--- src/rtl/tmr_word_voter_pkg.sv ---
// tmr_word_voter_pkg: monitor states and voter structure encodings shared by the TMR word voter.
package tmr_word_voter_pkg;
  typedef enum logic [1:0] {
    TMR_OK   = 2'd0,
    DEGRADED = 2'd1,
    FAIL     = 2'd2
  } state_e;
  localparam int VOTER_AND_OR = 0;
  localparam int VOTER_KP     = 1;
  localparam int VOTER_BN     = 2;
endpackage

--- src/rtl/tmr_word_vote.sv ---
// tmr_word_vote: per-bit majority of three replica words, with disagreement and all-differ flags.
module tmr_word_vote
  import tmr_word_voter_pkg::*;
#(
  parameter int DataWidth = 32,
  parameter int VoterType = VOTER_BN
) (
  input  logic [DataWidth-1:0] a_i,
  input  logic [DataWidth-1:0] b_i,
  input  logic [DataWidth-1:0] c_i,
  output logic [DataWidth-1:0] voted_o,
  output logic [2:0]           mismatch_o,
  output logic                 all_differ_o
);
  if (VoterType < VOTER_AND_OR || VoterType > VOTER_BN) begin : g_bad
    $fatal(1, "tmr_word_vote: unsupported VoterType %0d", VoterType);
  end
  for (genvar i = 0; i < DataWidth; i++) begin : g_bit
    if (VoterType == VOTER_AND_OR) begin : g_ao
      assign voted_o[i] = (a_i[i] & b_i[i]) | (a_i[i] & c_i[i]) | (b_i[i] & c_i[i]);
    end else if (VoterType == VOTER_KP) begin : g_kp
      assign voted_o[i] = (a_i[i] ^ b_i[i]) ? c_i[i] : a_i[i];
    end else begin : g_bn
      assign voted_o[i] = (b_i[i] ^ c_i[i]) ? a_i[i] : b_i[i];
    end
  end
  assign mismatch_o   = {c_i != voted_o, b_i != voted_o, a_i != voted_o};
  assign all_differ_o = (a_i != b_i) && (b_i != c_i) && (a_i != c_i);
endmodule

--- src/rtl/tmr_word_voter_monitor.sv ---
// tmr_word_voter_monitor: registered TMR word voter with per-replica fault tracking,
// degraded-mode exclusion of a persistently wrong replica and sticky failure detection.
module tmr_word_voter_monitor
  import tmr_word_voter_pkg::*;
#(
  parameter int DataWidth      = 32,
  parameter int VoterType      = VOTER_BN,
  parameter int FaultThreshold = 4,
  parameter int CntWidth       = 8
) (
  input  logic                  clk_i,
  input  logic                  rst_i,
  input  logic [DataWidth-1:0]  a_i,
  input  logic [DataWidth-1:0]  b_i,
  input  logic [DataWidth-1:0]  c_i,
  input  logic                  valid_i,
  output logic                  ready_o,
  output logic [DataWidth-1:0]  data_o,
  output logic                  valid_o,
  input  logic                  ready_i,
  output logic [2:0]            mismatch_o,
  output logic                  uncorrectable_o,
  output logic [1:0]            state_o,
  output logic [2:0]            faulty_o,
  output logic [3*CntWidth-1:0] err_cnt_o,
  input  logic                  clear_i
);
  localparam int ConsW = $clog2(FaultThreshold + 1);
  state_e               r_state, w_state_nxt;
  logic [2:0]           r_faulty, w_faulty_nxt;
  logic                 r_valid, r_unc;
  logic [DataWidth-1:0] r_data;
  logic [2:0]           r_mm;
  logic [DataWidth-1:0] w_vote, w_x, w_y, w_data;
  logic [2:0]           w_mm_tmr, w_mm, w_hit;
  logic                 w_all_diff, w_pair_diff, w_unc, w_acc, w_deg;

  tmr_word_vote #(.DataWidth(DataWidth), .VoterType(VoterType)) u_vote (
    .a_i          (a_i),
    .b_i          (b_i),
    .c_i          (c_i),
    .voted_o      (w_vote),
    .mismatch_o   (w_mm_tmr),
    .all_differ_o (w_all_diff)
  );

  assign ready_o = ~r_valid | ready_i;
  assign w_acc   = valid_i & ready_o;
  assign w_deg   = r_state == DEGRADED;
  // Active pair in degraded mode: w_x is the lower-index survivor, w_y the other one
  assign w_x         = r_faulty[0] ? b_i : a_i;
  assign w_y         = r_faulty[2] ? b_i : c_i;
  assign w_pair_diff = w_x != w_y;
  assign w_data      = w_deg ? w_x : w_vote;
  assign w_mm        = w_deg ? (w_pair_diff ? ~r_faulty : 3'b000) : w_mm_tmr;
  assign w_unc       = w_deg ? w_pair_diff : (w_all_diff | (r_state == FAIL));

  for (genvar k = 0; k < 3; k++) begin : g_rep
    logic [ConsW-1:0]    r_cons, w_cons_nxt;
    logic [CntWidth-1:0] r_cnt;
    assign w_cons_nxt = !w_mm[k] ? '0 :
                        (r_cons == ConsW'(FaultThreshold)) ? r_cons : r_cons + 1'b1;
    assign w_hit[k]   = w_mm[k] && (w_cons_nxt == ConsW'(FaultThreshold));
    always_ff @(posedge clk_i or posedge rst_i)
      if (rst_i) begin
        r_cons <= '0;
        r_cnt  <= '0;
      end else if (clear_i) begin
        r_cons <= '0;
        r_cnt  <= '0;
      end else if (w_acc) begin
        if (r_state == TMR_OK) r_cons <= w_cons_nxt;
        if (w_mm[k] && r_cnt != '1) r_cnt <= r_cnt + 1'b1;
      end
    assign err_cnt_o[k*CntWidth +: CntWidth] = r_cnt;
  end

  always_comb begin
    w_state_nxt  = r_state;
    w_faulty_nxt = r_faulty;
    if (clear_i) begin
      w_state_nxt  = TMR_OK;
      w_faulty_nxt = '0;
    end else if (w_acc && r_state == TMR_OK) begin
      if (w_all_diff || $countones(w_hit) > 1) w_state_nxt = FAIL;
      else if (w_hit != '0) begin
        w_state_nxt  = DEGRADED;
        w_faulty_nxt = w_hit;
      end
    end else if (w_acc && w_deg && w_pair_diff) w_state_nxt = FAIL;
  end

  always_ff @(posedge clk_i or posedge rst_i)
    if (rst_i) begin
      r_state  <= TMR_OK;
      r_faulty <= '0;
    end else begin
      r_state  <= w_state_nxt;
      r_faulty <= w_faulty_nxt;
    end

  always_ff @(posedge clk_i or posedge rst_i)
    if (rst_i) begin
      r_valid <= 1'b0;
      r_data  <= '0;
      r_mm    <= '0;
      r_unc   <= 1'b0;
    end else if (w_acc) begin
      r_valid <= 1'b1;
      r_data  <= w_data;
      r_mm    <= w_mm;
      r_unc   <= w_unc;
    end else if (ready_i) r_valid <= 1'b0;

  assign valid_o         = r_valid;
  assign data_o          = r_data;
  assign mismatch_o      = r_mm;
  assign uncorrectable_o = r_unc;
  assign state_o         = r_state;
  assign faulty_o        = w_deg ? r_faulty : 3'b000;
endmodule
--- config.mk ---
export PLATFORM = sky130hd
export DESIGN_NAME = tmr_word_voter_monitor
export DESIGN_NICKNAME = d
export VERILOG_FILES = /design/src/rtl/tmr_word_voter_pkg.sv /design/src/rtl/tmr_word_vote.sv /design/src/rtl/tmr_word_voter_monitor.sv
export SDC_FILE = /design/constraint.sdc
export NUM_CORES = 1
export LEC_CHECK = 0
export CAP_MARGIN = 0
export CORE_ASPECT_RATIO = 1.2
export CORE_MARGIN = 2
export CORE_UTILIZATION = 33
export CTS_CLUSTER_SIZE = 16
export DETAILED_ROUTE_END_ITERATION = 10
export PLACE_DENSITY_LB_ADDON = 0.3
export RECOVER_POWER = 100
export SYNTH_ARGS = -nofsm -noshare
export SYNTH_HDL_FRONTEND = slang
export SYNTH_HIERARCHICAL = 1
export SYNTH_SLANG_ARGS = --single-unit
--- constraint.sdc ---
create_clock -name clk_i -period 8.7 [get_ports clk_i]
set_input_delay 1.74 -clock clk_i [delete_from_list [all_inputs] [get_ports clk_i]]
set_output_delay 1.74 -clock clk_i [all_outputs]
set_load 0.01 [all_outputs]
# After elaboration in Yosys (flattened, before gate mapping)
# Index checks and enable logic that the tools add are counted.
dict set report totals {
  mem_bits_rw 0
  latch_bits 0
  mem_bits_ro 0
  memories 0
  word_cells 181
  reg_bits 75
}
dict set report classes {
  n_div 0
  magnitude_cmp 1
  n_shift 0
  n_bitwise 37
  n_mux 74
  multipliers 0
  reduce_logical 29
  addsub 8
  n_eq_ne 20
}
# op n
set ops {}
lappend ops {{!= test 32 bit} 7}
lappend ops {{two-way mux 32 bit} 3}
lappend ops {{two-way mux 8 bit} 9}
lappend ops {{two-way mux 3 bit} 22}
lappend ops {{two-way mux 1 bit} 35}
lappend ops {{XOR 1 bit} 32}
lappend ops {{adder 8 x 1 -> 8 bit (second input constant)} 3}
lappend ops {{!= test 8 bit (second input constant)} 3}
lappend ops {{== test 3 bit (second input constant)} 6}
lappend ops {{nonzero test 2 bit} 8}
lappend ops {{logical AND 1 bit} 11}
lappend ops {{two-way mux 2 bit} 5}
lappend ops {{AND reduction 2 bit} 5}
lappend ops {{adder 3 x 1 -> 3 bit (second input constant)} 3}
lappend ops {{nonzero test 3 bit} 2}
lappend ops {{!= test 4 x 2 -> 1 bit (second input constant)} 1}
lappend ops {{adder 2 x 1 -> 3 bit} 1}
lappend ops {{> comparator 3 x 1 -> 1 bit (second input constant)} 1}
lappend ops {{inverter 3 bit} 1}
lappend ops {{AND reduction 3 bit} 1}
lappend ops {{adder 1 x 1 -> 2 bit} 1}
lappend ops {{== test 2 x 1 -> 1 bit (second input constant)} 1}
lappend ops {{== test 2 bit (second input constant)} 1}
lappend ops {{logical NOT 2 bit} 1}
lappend ops {{5 further kinds} 6}

# Logic depth before layout (Yosys ltp)
dict set report logic_depth {
  depth_word 14
  mapped_depth 15
}

# Hierarchy
# The synthesis kept the hierarchy.
# module cells_per_inst area_each_um2 instances seq_area_each_um2
set modules_own_cells {}
lappend modules_own_cells {tmr_word_voter_monitor 630 5507.8 1 1876.8}
lappend modules_own_cells {tmr_word_vote 495 3081.7 1 0.0}

# Least setup slack after synthesis
# OpenSTA, ideal clock, no wires.
dict set report synth_path {
  kind {input -> register}
  startpoint {input a_i[23]}
  endpoint {register r_faulty[0]}
  required_ps 8634
  stages 15
  n_path_buf 2
  arrival_time_ps 4403
  path_slack_ps 4230
  cell_sequence {clkbuf_1 o21ai_0 o21ai_0 o21ai_0 nor4_1 nand4_1 a21oi_1 and2_1 buf_2 nor2_1 ha_1 or3_1 nand2b_1 a2111oi_0 a31o_1}
}
# item line
set synth_lines {}
lappend synth_lines {{start, declared} tmr_word_voter_monitor.sv:13} ;# input logic [DataWidth-1:0] a_i,
lappend synth_lines {{two-way mux 1 bit} tmr_word_vote.sv:24} ;# assign voted_o[i] = (b_i[i] ^ c_i[i]) ? a_i[i] : b_i[i];
lappend synth_lines {{!= test 32 bit *} tmr_word_vote.sv:27} ;# assign mismatch_o = {c_i != voted_o, b_i != voted_o, a_i != voted_o};
lappend synth_lines {{named net w_mm_tmr[0]} tmr_word_voter_monitor.sv:35} ;# logic [2:0] w_mm_tmr, w_mm, w_hit;
lappend synth_lines {{two-way mux 3 bit *} tmr_word_voter_monitor.sv:55} ;# assign w_mm = w_deg ? (w_pair_diff ? ~r_faulty : 3'b000) : w_mm_tmr;
lappend synth_lines {{two-way mux 3 bit} tmr_word_voter_monitor.sv:61} ;# assign w_cons_nxt = !w_mm[k] ? '0 :
lappend synth_lines {{== test 3 bit} tmr_word_voter_monitor.sv:63} ;# assign w_hit[k] = w_mm[k] && (w_cons_nxt == ConsW'(FaultThreshold));
lappend synth_lines {{logical AND 1 bit *} tmr_word_voter_monitor.sv:63}
lappend synth_lines {{adder 1 x 1 -> 2 bit (implied by the code)} tmr_word_voter_monitor.sv:85} ;# if (w_all_diff || $countones(w_hit) > 1) w_state_nxt = FAIL;
lappend synth_lines {{adder 2 x 1 -> 3 bit (implied by the code)} tmr_word_voter_monitor.sv:85}
lappend synth_lines {{> comparator 3 x 1 -> 1 bit} tmr_word_voter_monitor.sv:85}
lappend synth_lines {{logical OR 1 bit} tmr_word_voter_monitor.sv:85}
lappend synth_lines {{!= test 2 bit (no source line)} n/a}
lappend synth_lines {{AND reduction 3 bit (no source line)} n/a}
lappend synth_lines {{end signal, assigned} tmr_word_voter_monitor.sv:99} ;# r_faulty <= w_faulty_nxt;
lappend synth_lines {{end, declared} tmr_word_voter_monitor.sv:30} ;# logic [2:0] r_faulty, w_faulty_nxt;
# Mark *: on every way through the listed nets, which the timed path passes. The rest lies on a longest branch. The select of a mux whose other input is x is not followed.
# A chain may end at the register's enable or synchronous reset.

# Worst setup path after layout
dict set report layout_path {
  startpoint {register r_faulty[0]}
  endpoint {register r_faulty[0]}
}
dict set report layout_via {
  elab_chain_len 13
}
# item line
set layout_rtl {}
lappend layout_rtl {{two-way mux 32 bit} tmr_word_voter_monitor.sv:51} ;# assign w_x = r_faulty[0] ? b_i : a_i;
lappend layout_rtl {{!= test 32 bit} tmr_word_voter_monitor.sv:53} ;# assign w_pair_diff = w_x != w_y;
lappend layout_rtl {{two-way mux 3 bit * (2 in series)} tmr_word_voter_monitor.sv:55}
lappend layout_rtl {{two-way mux 3 bit} tmr_word_voter_monitor.sv:61}
lappend layout_rtl {{== test 3 bit} tmr_word_voter_monitor.sv:63}
lappend layout_rtl {{logical AND 1 bit} tmr_word_voter_monitor.sv:63}
lappend layout_rtl {{adder 1 x 1 -> 2 bit (implied by the code)} tmr_word_voter_monitor.sv:85}
lappend layout_rtl {{adder 2 x 1 -> 3 bit (implied by the code)} tmr_word_voter_monitor.sv:85}
lappend layout_rtl {{> comparator 3 x 1 -> 1 bit} tmr_word_voter_monitor.sv:85}
lappend layout_rtl {{logical OR 1 bit} tmr_word_voter_monitor.sv:85}
lappend layout_rtl {{!= test 2 bit (no source line)} n/a}
lappend layout_rtl {{AND reduction 3 bit (no source line)} n/a}
# Every way passes the cells marked *; elsewhere a longest branch is shown, timed or not. The select of a mux whose other input is x is not followed.

==> run metrics <==
asr flop ratio synth 100.0%; Reg2Reg Depth 11; Worst Path Arrival 6.98 ns; Seq pwr share 31.7%; Setup-failing EPs final 0; CP Launch Type flip-flop; Synth Register Bits 75; Initial DRC Count 711; Max FO, Critical Path 42; Pins Over Slew Limit 201; Critical Path RT 8.96 ns; Site Rows 64; Final Skew 0.007426 ns; number of antenna violations at the first check in global routing 0; clock latency on the worst-skew pair 0.34 ns; sequential fraction of the synthesis area 21.85%; status finished, violations left; worst vdd ir 114.7 µV; vias per cell 5.605; Nets 1340; Antenna Nets Post-Route 0; most frequent cells in the layout 142 x nor2_1, 100 x clkdlybuf4s50_1, 97 x a21oi_1; internal power 819.6 µW; cts hold-fix bufs 0; htree depth 3; FMAX 0.1487 GHz; Post-synth top flop dfrtp_1; final worst path period need 6.723 ns; Gates resized, CTS repair 0; Worst-Margin Slew 4.060 ns; pwr/cell area 117.4 nW/µm²; final cell utilization of the core 41.70%; first drt pass iteration count 7; Filler Cells Inserted 2639; Initial Util 33.63%; Register Area 1878 µm²; first-pass GRT wire length 51310 µm; failing checks capacitance limit, slew limit; Avg Cell Area, Syn 7.635 µm²; Num CTS Buffers 9; CTS tree done; Syn-to-layout area delta 24.01%; post-synth cell types 70; gr ovfl total 0; Clock Sinks 75; max cap viols 3; final period utilization 77.28%; final setup margin 1.977 ns; Sw Share 34.44%; Hold WC Path Type flip-flop to flip-flop; via count 8766; dpl ws 2.739 ns; Max Root-Sink Buffers 2; Switching Power 430.5 µW; largest net degree at the start of global routing 82; RSZ-0062 raised after global routing false; chip width 151.3 µm; Clock Power Share 32.6%; multi-input logic area 6251 µm²; Gate power share 35.7%; total negative slack 0 ns; GPL Wtd Cong 1.042; synthesized net count 1236; vias in the first global route 8157; final hold vios 0; Worst-path clk slew 0.06 ns; final WL 35180 µm; static leakage 4.093 nW; Core ar. 25540 µm²; most common cell after layout, fill and taps aside nor2_1; area of the mapped netlist 8589 µm²; overall routing resource usage 25.30%; number of enable flip-flop cells after synthesis 0; critical path class flip-flop to flip-flop; Cells after Synth 1125; Worst setup EP type flip-flop; Ys Warns 6; share of cells above drive strength 1 4.214%; DR WL/cell 22.50 µm; Diodes inserted 0; root buf cell clkbuf_16; Port Buffer Count 167; Die Span Y 180.7 µm; I/O pins 168; Relative slew margins -170.7%; # DRC 0; Worst Hold Depth 2; Setup Buffers After CTS 0; Post-DP HPWL 28360 µm; die area 27340 µm²
## logic make-up after synthesis
| group | count (synthesis) | synth area share [%] |
|---|---|---|
| mux | 74 | 9.162 |
| simple gates | 486 | 30.76 |
| buf+inv | 100 | 4.676 |
| xor+xnor | 164 | 16.72 |
| flops | 75 | 21.85 |
| compound gates | 216 | 15.37 |
| fa+ha+maj | 10 | 1.457 |
## metrics by stage
stage	power, mW	instance area (µm²)	cells	hold slack (ns)
final	1.250	10650	1564	0.4747
after global routing	1.306	10650	1564	0.4947
after CTS	1.270	10730	1564	0.4874
after detailed placement	0.8561	10400	1548	0.4738
after global placement	0.8557	10400	1548	0.4622
after floorplan	0.6296	8589	1125	0.5105
## cell type report
cell class | count | area share (%)
well taps | 330 | 3.876
clock inverters | 6 | 0.8340
multi-input cells | 950 | 58.69
repair buffers | 174 | 16.05
clock buffers | 10 | 2.244
flip-flops and latches | 75 | 17.63
inverters | 19 | 0.6813
## flip-flops by register name, summed over array words and instances, names as in the netlist
register         count
data_o              32
g_rep.r_cnt         24
g_rep.r_cons         9
mismatch_o           3
r_faulty             3
state_o              2
uncorrectable_o      1
valid_o              1
## routing by layer
metal | GRT usage [%] | wire, µm | vias to the layer above
met5 | 0 | 0 | -
met4 | 12.97 | 2065 | 0
met1 | 32.55 | 14780 | 4156
li1 | - | - | 4173
met2 | 41.70 | 16630 | 359
met3 | 2.500 | 1710 | 78
## cells in the mapped netlist (5+ instances only)
master | instances | area (µm²)
nor2_1 | 142 | 533.0
o22ai_1 | 16 | 100.1
clkbuf_1 | 72 | 270.3
xnor2_1 | 77 | 674.4
ha_1 | 10 | 125.1
nand3_1 | 14 | 70.07
nor2b_1 | 70 | 437.9
buf_1 | 5 | 18.77
mux2i_1 | 54 | 540.5
and3_1 | 12 | 75.07
nand2_1 | 68 | 255.2
dfrtp_1 | 75 | 1877
nor3b_1 | 16 | 120.1
a2111oi_0 | 5 | 43.79
mux2_2 | 11 | 123.9
nor3_1 | 7 | 35.03
a211oi_1 | 7 | 52.55
o21ai_0 | 50 | 250.2
a21oi_1 | 97 | 485.5
nand4_1 | 37 | 231.5
xor2_1 | 87 | 762.0
inv_1 | 19 | 71.32
and2_1 | 7 | 43.79
o2111ai_1 | 5 | 43.79
o211ai_1 | 5 | 37.54
or4_1 | 5 | 37.54
nor4_1 | 42 | 262.8
nand3b_1 | 16 | 120.1
nand2b_1 | 24 | 150.1
## final timing paths
| kind | startpoint | to | slack (ns) |
|---|---|---|---|
| min | data_o[17] | data_o[17] | 0.47 |
| max in group asynchronous | rst_i | r_faulty[0] | 2.64 |
| max reg2reg | r_faulty[0] | r_faulty[0] | 1.98 |
| max | r_faulty[0] | r_faulty[0] | 1.98 |
| min reg2reg | data_o[17] | data_o[17] | 0.47 |
| min in group asynchronous | rst_i | data_o[11] | 3.44 |
## critical path, stage by stage (launching register included)
cell       delay [ns]
dfrtp_2          0.34
clkbuf_1         2.25
o21ai_0          0.81
or4_1            0.82
o2111ai_1        0.26
and2_0           0.65
nor2_1           0.12
ha_1             0.20
or3_1            0.43
nand2b_1         0.19
a2111oi_0        0.37
a31o_1           0.16
## power groups by stage
| stage | Combinational [mW] | Clock (mW) | Sequential, mW |
|---|---|---|---|
| 2_1_floorplan | 0.218 | 0 | 0.412 |
| 3_3_place_gp | 0.453 | 0 | 0.403 |
| 3_5_place_dp | 0.452 | 0 | 0.404 |
| 4_1_cts | 0.454 | 0.419 | 0.398 |
| 5_1_grt | 0.475 | 0.430 | 0.401 |
| 6_report | 0.446 | 0.407 | 0.396 |
Note: power is estimated with default switching activity, not from simulation.
